$ cat src/rtl/led_al422_pkg.sv
// Shared definitions for the AL422 frame path: writer FSM states and the panel
// geometry that sets how many bytes make up one frame.
package led_al422_pkg;

  typedef enum logic [2:0] {
    ST_IDLE,
    ST_RST,
    ST_WRITE,
    ST_PAD,
    ST_TAIL
  } wr_state_t;

  // The LED read side derives its frame length from the same geometry.
  localparam int PANEL_PIXELS        = 8;
  localparam int SCAN_ROWS           = 8;
  localparam int BYTES_PER_PIXEL     = 3;
  localparam int DEFAULT_FRAME_BYTES = PANEL_PIXELS * SCAN_ROWS * BYTES_PER_PIXEL;

endpackage

$ cat src/rtl/al422_frame_writer.sv
// Write-side front end for the AL422 frame FIFO: WRST per frame, one frame of bytes, length policing.
// Optional zero-padding of truncated frames is enabled by defining AL422_SHORT_FRAME_PAD_EN.
module al422_frame_writer
  import led_al422_pkg::*;
#(
  parameter int FRAME_BYTES = DEFAULT_FRAME_BYTES,
  parameter int WRST_CYCLES = 4,
  parameter int CNT_W       = $clog2(FRAME_BYTES + 1)
) (
  input  logic       in_clk,
  input  logic       in_rst,
  input  logic [7:0] s_data,
  input  logic       s_valid,
  input  logic       s_sof,
  output logic       s_ready,
  output logic [7:0] al422_wdata,
  output logic       al422_we_n,
  output logic       al422_wrst_n,
  output logic       frame_done,
  output logic       err_short,
  output logic       err_long,
  output logic       busy
);

  localparam int TMR_W = (WRST_CYCLES > 1) ? $clog2(WRST_CYCLES) : 1;
  localparam logic [CNT_W-1:0] LAST_BYTE = CNT_W'(FRAME_BYTES - 1);
  localparam logic [CNT_W-1:0] FULL_CNT  = CNT_W'(FRAME_BYTES);
  localparam logic [TMR_W-1:0] TMR_LAST  = TMR_W'(WRST_CYCLES - 1);

  wr_state_t        state, state_nx;
  logic [CNT_W-1:0] byte_cnt;
  logic [TMR_W-1:0] wrst_tmr;
  logic             long_seen;
  logic             accept, short_hit, last_hit, long_hit;

  // A sof beat is held off whenever it would start a new frame, so it stays pending.
  always_comb begin
    s_ready = 1'b0;
    case (state)
      ST_IDLE, ST_TAIL: s_ready = ~(s_valid & s_sof);
      ST_WRITE:         s_ready = ~(s_valid & s_sof & (byte_cnt != '0));
      default:          s_ready = 1'b0;
    endcase
  end

  assign accept    = s_valid & s_ready;
  assign short_hit = (state == ST_WRITE) & s_valid & s_sof & (byte_cnt != '0);
  assign last_hit  = (state == ST_WRITE) & accept & (byte_cnt == LAST_BYTE);
  assign long_hit  = (state == ST_TAIL) & s_valid & ~s_sof & ~long_seen;

  always_comb begin
    state_nx = state;
    case (state)
      ST_IDLE, ST_TAIL: if (s_valid & s_sof) state_nx = ST_RST;
      ST_RST:           if (wrst_tmr == TMR_LAST) state_nx = ST_WRITE;
      ST_WRITE: begin
        if (last_hit) begin
          state_nx = ST_TAIL;
        end else if (short_hit) begin
`ifdef AL422_SHORT_FRAME_PAD_EN
          state_nx = ST_PAD;
`else
          state_nx = ST_RST;
`endif
        end
      end
`ifdef AL422_SHORT_FRAME_PAD_EN
      ST_PAD:           if (byte_cnt == LAST_BYTE) state_nx = ST_RST;
`endif
      default:          state_nx = ST_IDLE;
    endcase
  end

  // Strobes are registered from the next state so WRST and WE never overlap.
  always_ff @(posedge in_clk) begin
    if (in_rst) begin
      state        <= ST_IDLE;
      byte_cnt     <= '0;
      wrst_tmr     <= '0;
      long_seen    <= 1'b0;
      al422_wdata  <= 8'h00;
      al422_we_n   <= 1'b1;
      al422_wrst_n <= 1'b1;
      frame_done   <= 1'b0;
      err_short    <= 1'b0;
      err_long     <= 1'b0;
      busy         <= 1'b0;
    end else begin
      state        <= state_nx;
      wrst_tmr     <= (state == ST_RST) ? wrst_tmr + TMR_W'(1) : '0;
      al422_wrst_n <= (state_nx != ST_RST);
      busy         <= (state_nx == ST_RST) | (state_nx == ST_WRITE) | (state_nx == ST_PAD);
      frame_done   <= last_hit;
      err_short    <= short_hit;
      err_long     <= long_hit;
      al422_we_n   <= 1'b1;

      if (state == ST_RST) begin
        long_seen <= 1'b0;
      end else if (long_hit) begin
        long_seen <= 1'b1;
      end

      case (state)
        ST_RST:   byte_cnt <= '0;
        ST_WRITE: if (accept && byte_cnt != FULL_CNT) byte_cnt <= byte_cnt + CNT_W'(1);
        ST_PAD:   if (byte_cnt != FULL_CNT) byte_cnt <= byte_cnt + CNT_W'(1);
        default:  byte_cnt <= byte_cnt;
      endcase

      if (state == ST_WRITE && accept) begin
        al422_we_n  <= 1'b0;
        al422_wdata <= s_data;
      end
`ifdef AL422_SHORT_FRAME_PAD_EN
      if (state_nx == ST_PAD) begin
        al422_we_n  <= 1'b0;
        al422_wdata <= 8'h00;
      end
`endif
    end
  end

endmodule
$ cat config.mk
export PLATFORM = sky130hd
export DESIGN_NAME = al422_frame_writer
export DESIGN_NICKNAME = d
export VERILOG_FILES = /design/src/rtl/led_al422_pkg.sv /design/src/rtl/al422_frame_writer.sv
export SDC_FILE = /design/constraint.sdc
export NUM_CORES = 1
export LEC_CHECK = 0
export ABC_AREA = 0
export CAP_MARGIN = 20
export CORE_MARGIN = 4
export CORE_UTILIZATION = 49
export CTS_CLUSTER_DIAMETER = 60
export DETAILED_ROUTE_END_ITERATION = 10
export HOLD_SLACK_MARGIN = 0.06
export PLACE_DENSITY_LB_ADDON = 0.2
export SLEW_MARGIN = 20
export SYNTH_ARGS = -nofsm -noshare
export SYNTH_HDL_FRONTEND = slang
export SYNTH_SLANG_ARGS = --single-unit
$ cat constraint.sdc
create_clock -name in_clk -period 2.15 [get_ports in_clk]
set_input_delay 0.43 -clock in_clk [delete_from_list [all_inputs] [get_ports in_clk]]
set_output_delay 0.43 -clock in_clk [all_outputs]
set_load 0.005 [all_outputs]
==> results of run 1 <==
-- where the power goes --
group / total, mW / switching, mW / internal (mW)
Combinational: 0.0831 / 0.0361 / 0.0470
Sequential: 0.522 / 0.00190 / 0.520
Clock: 0.343 / 0.155 / 0.189
-- stage by stage --
stage / setup slack, ps / total power, mW / instances
global route: 8.89 / 0.984 / 209
CTS: 40.3 / 0.958 / 208
finish: 129 / 0.949 / 209
global placement: -88.1 / 0.618 / 201
floorplan: 466 / 0.571 / 137
detailed placement: -127 / 0.621 / 201
-- cell families (layout without fill, tap and decap cells) --
kind of cell | after synthesis | count (layout) | share of synthesized area [%]
buffers and inverters | 10 | 54 | 3.40
muxes | 8 | 8 | 6.61
and+or+nand+nor | 60 | 60 | 25.9
DFF | 28 | 28 | 46.2
adders and majority gates | 3 | 3 | 3.10
AOI/OAI and AO/OA | 28 | 28 | 14.8
-- area by class of cell --
| cell class | instances | share of cell area, % |
|---|---|---|
| flip-flops and latches | 28 | 33.6 |
| clock inverters | 1 | 1.76 |
| clock buffers | 3 | 1.32 |
| multi-input cells | 99 | 36.9 |
| repair buffers | 45 | 23.3 |
| well taps | 28 | 2.05 |
| inverters | 5 | 1.10 |
-- Yosys cell counts (2+ instances only) --
library cell,instances
sky130_fd_sc_hd__a21oi_1,13
sky130_fd_sc_hd__and3_1,3
sky130_fd_sc_hd__buf_2,3
sky130_fd_sc_hd__dfxtp_1,28
sky130_fd_sc_hd__ha_1,3
sky130_fd_sc_hd__inv_1,5
sky130_fd_sc_hd__mux2i_1,8
sky130_fd_sc_hd__nand2_1,8
sky130_fd_sc_hd__nand2b_1,3
sky130_fd_sc_hd__nand3_1,9
sky130_fd_sc_hd__nor2_1,20
sky130_fd_sc_hd__nor2b_1,2
sky130_fd_sc_hd__nor3_1,2
sky130_fd_sc_hd__o2111ai_1,2
sky130_fd_sc_hd__o21ai_0,4
sky130_fd_sc_hd__or2_2,2
sky130_fd_sc_hd__or3_1,4
sky130_fd_sc_hd__or4_1,2
-- sequential cells by signal (all words and copies together), names as in the netlist --
name,cells
frame_done,1
al422_we_n,1
err_short,1
busy,1
al422_wdata,8
al422_wrst_n,1
state,3
err_long,1
wrst_tmr,2
byte_cnt,8
long_seen,1
-- final timing paths --
path | start | end | slack, ps | cells past startpoint
max | byte_cnt[2] | byte_cnt[3] | 130 | 7
max reg2reg | byte_cnt[2] | byte_cnt[3] | 130 | 7
min reg2reg | long_seen | err_long | 450 | 1
min | long_seen | err_long | 450 | 1
-- worst register-to-register path, cell delays in order (launching register included) --
cell	delay, ps
sky130_fd_sc_hd__dfxtp_4	400
sky130_fd_sc_hd__nor4_4	380
sky130_fd_sc_hd__buf_4	180
sky130_fd_sc_hd__a41o_2	200
sky130_fd_sc_hd__o211ai_2	130
sky130_fd_sc_hd__buf_4	180
sky130_fd_sc_hd__or3_1	350
sky130_fd_sc_hd__a21oi_1	140
-- timing repair --
item | CTS | global route
resized for setup | 9 | 5
buffers inserted | 3 | 1
endpoints found under the setup margin | 1 | 1
pin swaps | 3 | 3
-- layer usage --
| layer | vias up | share of wire (%) | GRT usage [%] | wire length, µm |
|---|---|---|---|---|
| li1 | 575 | - | - | - |
| met1 | 549 | 40 | 21.3 | 1140 |
| met2 | 43 | 52 | 31.8 | 1480 |
| met3 | 10 | 4.8 | 2.00 | 137 |
| met4 | 0 | 3.6 | 8.28 | 102 |
| met5 | - | 0 | 0 | 0 |
==> impl_summary.txt, run 1 <==
----------------------------------------------------
[Global route]
  Aggregate global routing overflow ... 0
  Global-route wire length before repair ... 4740 µm
  Largest net degree at the start of global routing ... 18
  GRT Resource Usage Total ... between 10% and 20%
  Antenna violations before repair ... 0
  Number of global-route vias before repair ... ~1100

[Worst setup path]
  Endpoint type of the worst setup path ... register
  WS Path Type ... reg -> reg
  Buffers and inverters on the worst path ... 2
  Critical Path Max Stage Delay ... 400 ps
  Most frequent cell on the critical path ... sky130_fd_sc_hd__buf_4
  Category of cells accounting for the largest share of critical-path delay ... simple AND/OR/NAND/NOR gates
  Arrival @ worst endpoint ... 2290 ps
  Maximum fanout count along the critical path ... 7
  Cell-by-cell trace of the critical path ... nor4_4, buf_4, a41o_2, o211ai_2, buf_4, or3_1, a21oi_1
  Slowest-stage cell, CP ... sky130_fd_sc_hd__dfxtp_4
  Worst Path Required ... 2420 ps
  Nature of the critical path startpoint ... register

[Place]
  Routability cong. ... between 0.7 and 0.8
  Final HPWL from detailed placement ... 2080 µm
  Placed Area ... 0.00160 mm²
  Port bufs ... 26

[Synthesis]
  Number of nets in the synthesized netlist ... 152
  Synth top area cells ... sky130_fd_sc_hd__dfxtp_1 46%, sky130_fd_sc_hd__mux2i_1 6.6%, sky130_fd_sc_hd__nor2_1 6.2%
  EDFF count, synth ... 0
  Proportion of netlist area held by the largest area contributor ... 46.2%
  Top cell type by total area after synthesis ... sky130_fd_sc_hd__dfxtp_1
  Share of async-settable or async-resettable flops after synthesis ... 0%
  Flops & latches, synth ... 28
  Synthesis warning total ... 0
  Seq/Total Area, Yosys ... 46.2%
  Post-synth cell types ... 34
  Number of instances in the synthesized netlist ... 137
  Average cell area after synthesis ... roughly 8.8 µm²
  Most used flip-flop cell after synthesis ... sky130_fd_sc_hd__dfxtp_1
  Post-synthesis cell area ... 0.00121 mm²

[Detailed routing]
  Overall via count from detail_route ... 1177
  Routed vias/inst ... 5.63
  Number of nets with antenna violations after detailed routing ... 0
  Wire length after detailed routing ... 2860 µm
  Final routed wire length divided by cell count ... ~14 µm
  Number of design rule violations left after detail routing ... 0
  DRC marker count from the first detailed-route iteration ... 21
  Number of detailed-route iterations in the first pass ... 4

[Power]
  Power Dens Cells ... about 560 mW/mm²
  Peak ir drop on the vdd network ... 425 µV
  Leakage ... 0.643 nW

[Status]
  Result of the run ... finished, final reports clean

[Flow run]
  Max Cap Violations ... 0

[CTS]
  CTS tree ... yes
  Master cell of the clock root buffer ... sky130_fd_sc_hd__clkbuf_4
  Deepest clock path buffer count ... 2
  Clock-pin slew reported for the worst setup and hold paths after clock tree synthesis ... around 150 ps
  Clock tree sinks ... 28
  Cts-stage hold buffer count ... 0
  Insertion delay to the later sink of the worst-skew pair ... 320 ps
  Clock buffers created by TritonCTS ... 3
  CTS H-Tree Depth ... 1

[Layout]
  Area of combinational cells with multiple inputs ... between 600 and 700 µm²
  Layout Utilization ... 75.0%
  Layout cells sized above 1 ... 19.3%
  Design area ... around 0.0017 mm²
  Nets ... 197
  Area growth from synthesis to final layout ... 40.9%
  Highest-count cells in the layout ignoring fill and taps ... 25 x sky130_fd_sc_hd__clkdlybuf4s50_1, 24 x sky130_fd_sc_hd__dfxtp_1, 19 x sky130_fd_sc_hd__nor2_1, 19 x sky130_fd_sc_hd__buf_4, 13 x sky130_fd_sc_hd__a21oi_1
  Count of fill cells added during filler insertion ... 172
  Most common cell after layout, fill and taps aside ... sky130_fd_sc_hd__clkdlybuf4s50_1
  FF/Latch Area ... 573 µm²
  Number of antenna cells inserted ... 0

[STA]
  Pins over their slew limit ... 0
  Count of final hold-check violations ... 0
  Achievable clock frequency ... 495 MHz
  Slew at the pin with the worst max-slew slack ... around 360 ps
  Setup clock skew after layout ... 2.38 ps
  Clock period minus worst slack ... between 2000 and 2500 ps
  Final critical-path share of the clock period ... 94.0%
  Number of endpoints failing setup at the final stage ... 0
  RSZ-0062 raised after global routing ... false
  Worst max-slew margin expressed relative to the limit ... 76.1%
  Hold WS ... approximately 450 ps
  Setup TNS Final ... 0 ps

[Floorplanning]
  Core region area ... 0.00228 mm²
  Total die area ... 0.00333 mm²
  I/O Pins ... 27
  Chip Width ... 57.7 µm
  Rows ... 17
  Die span in y ... 57.7 µm
  Initial standard-cell utilization of the core ... 53.3%

[Min path]
  Path category of the worst min-delay check ... reg -> reg

----------------------------------------------------
Power figures use the tool's default switching activity.
==> inputs of run 2 (changes only) <==
CAP_MARGIN = 10   (was 20)
==> results of run 2 <==
No change in the layout: final DEF, timing and power equal those of run 1.
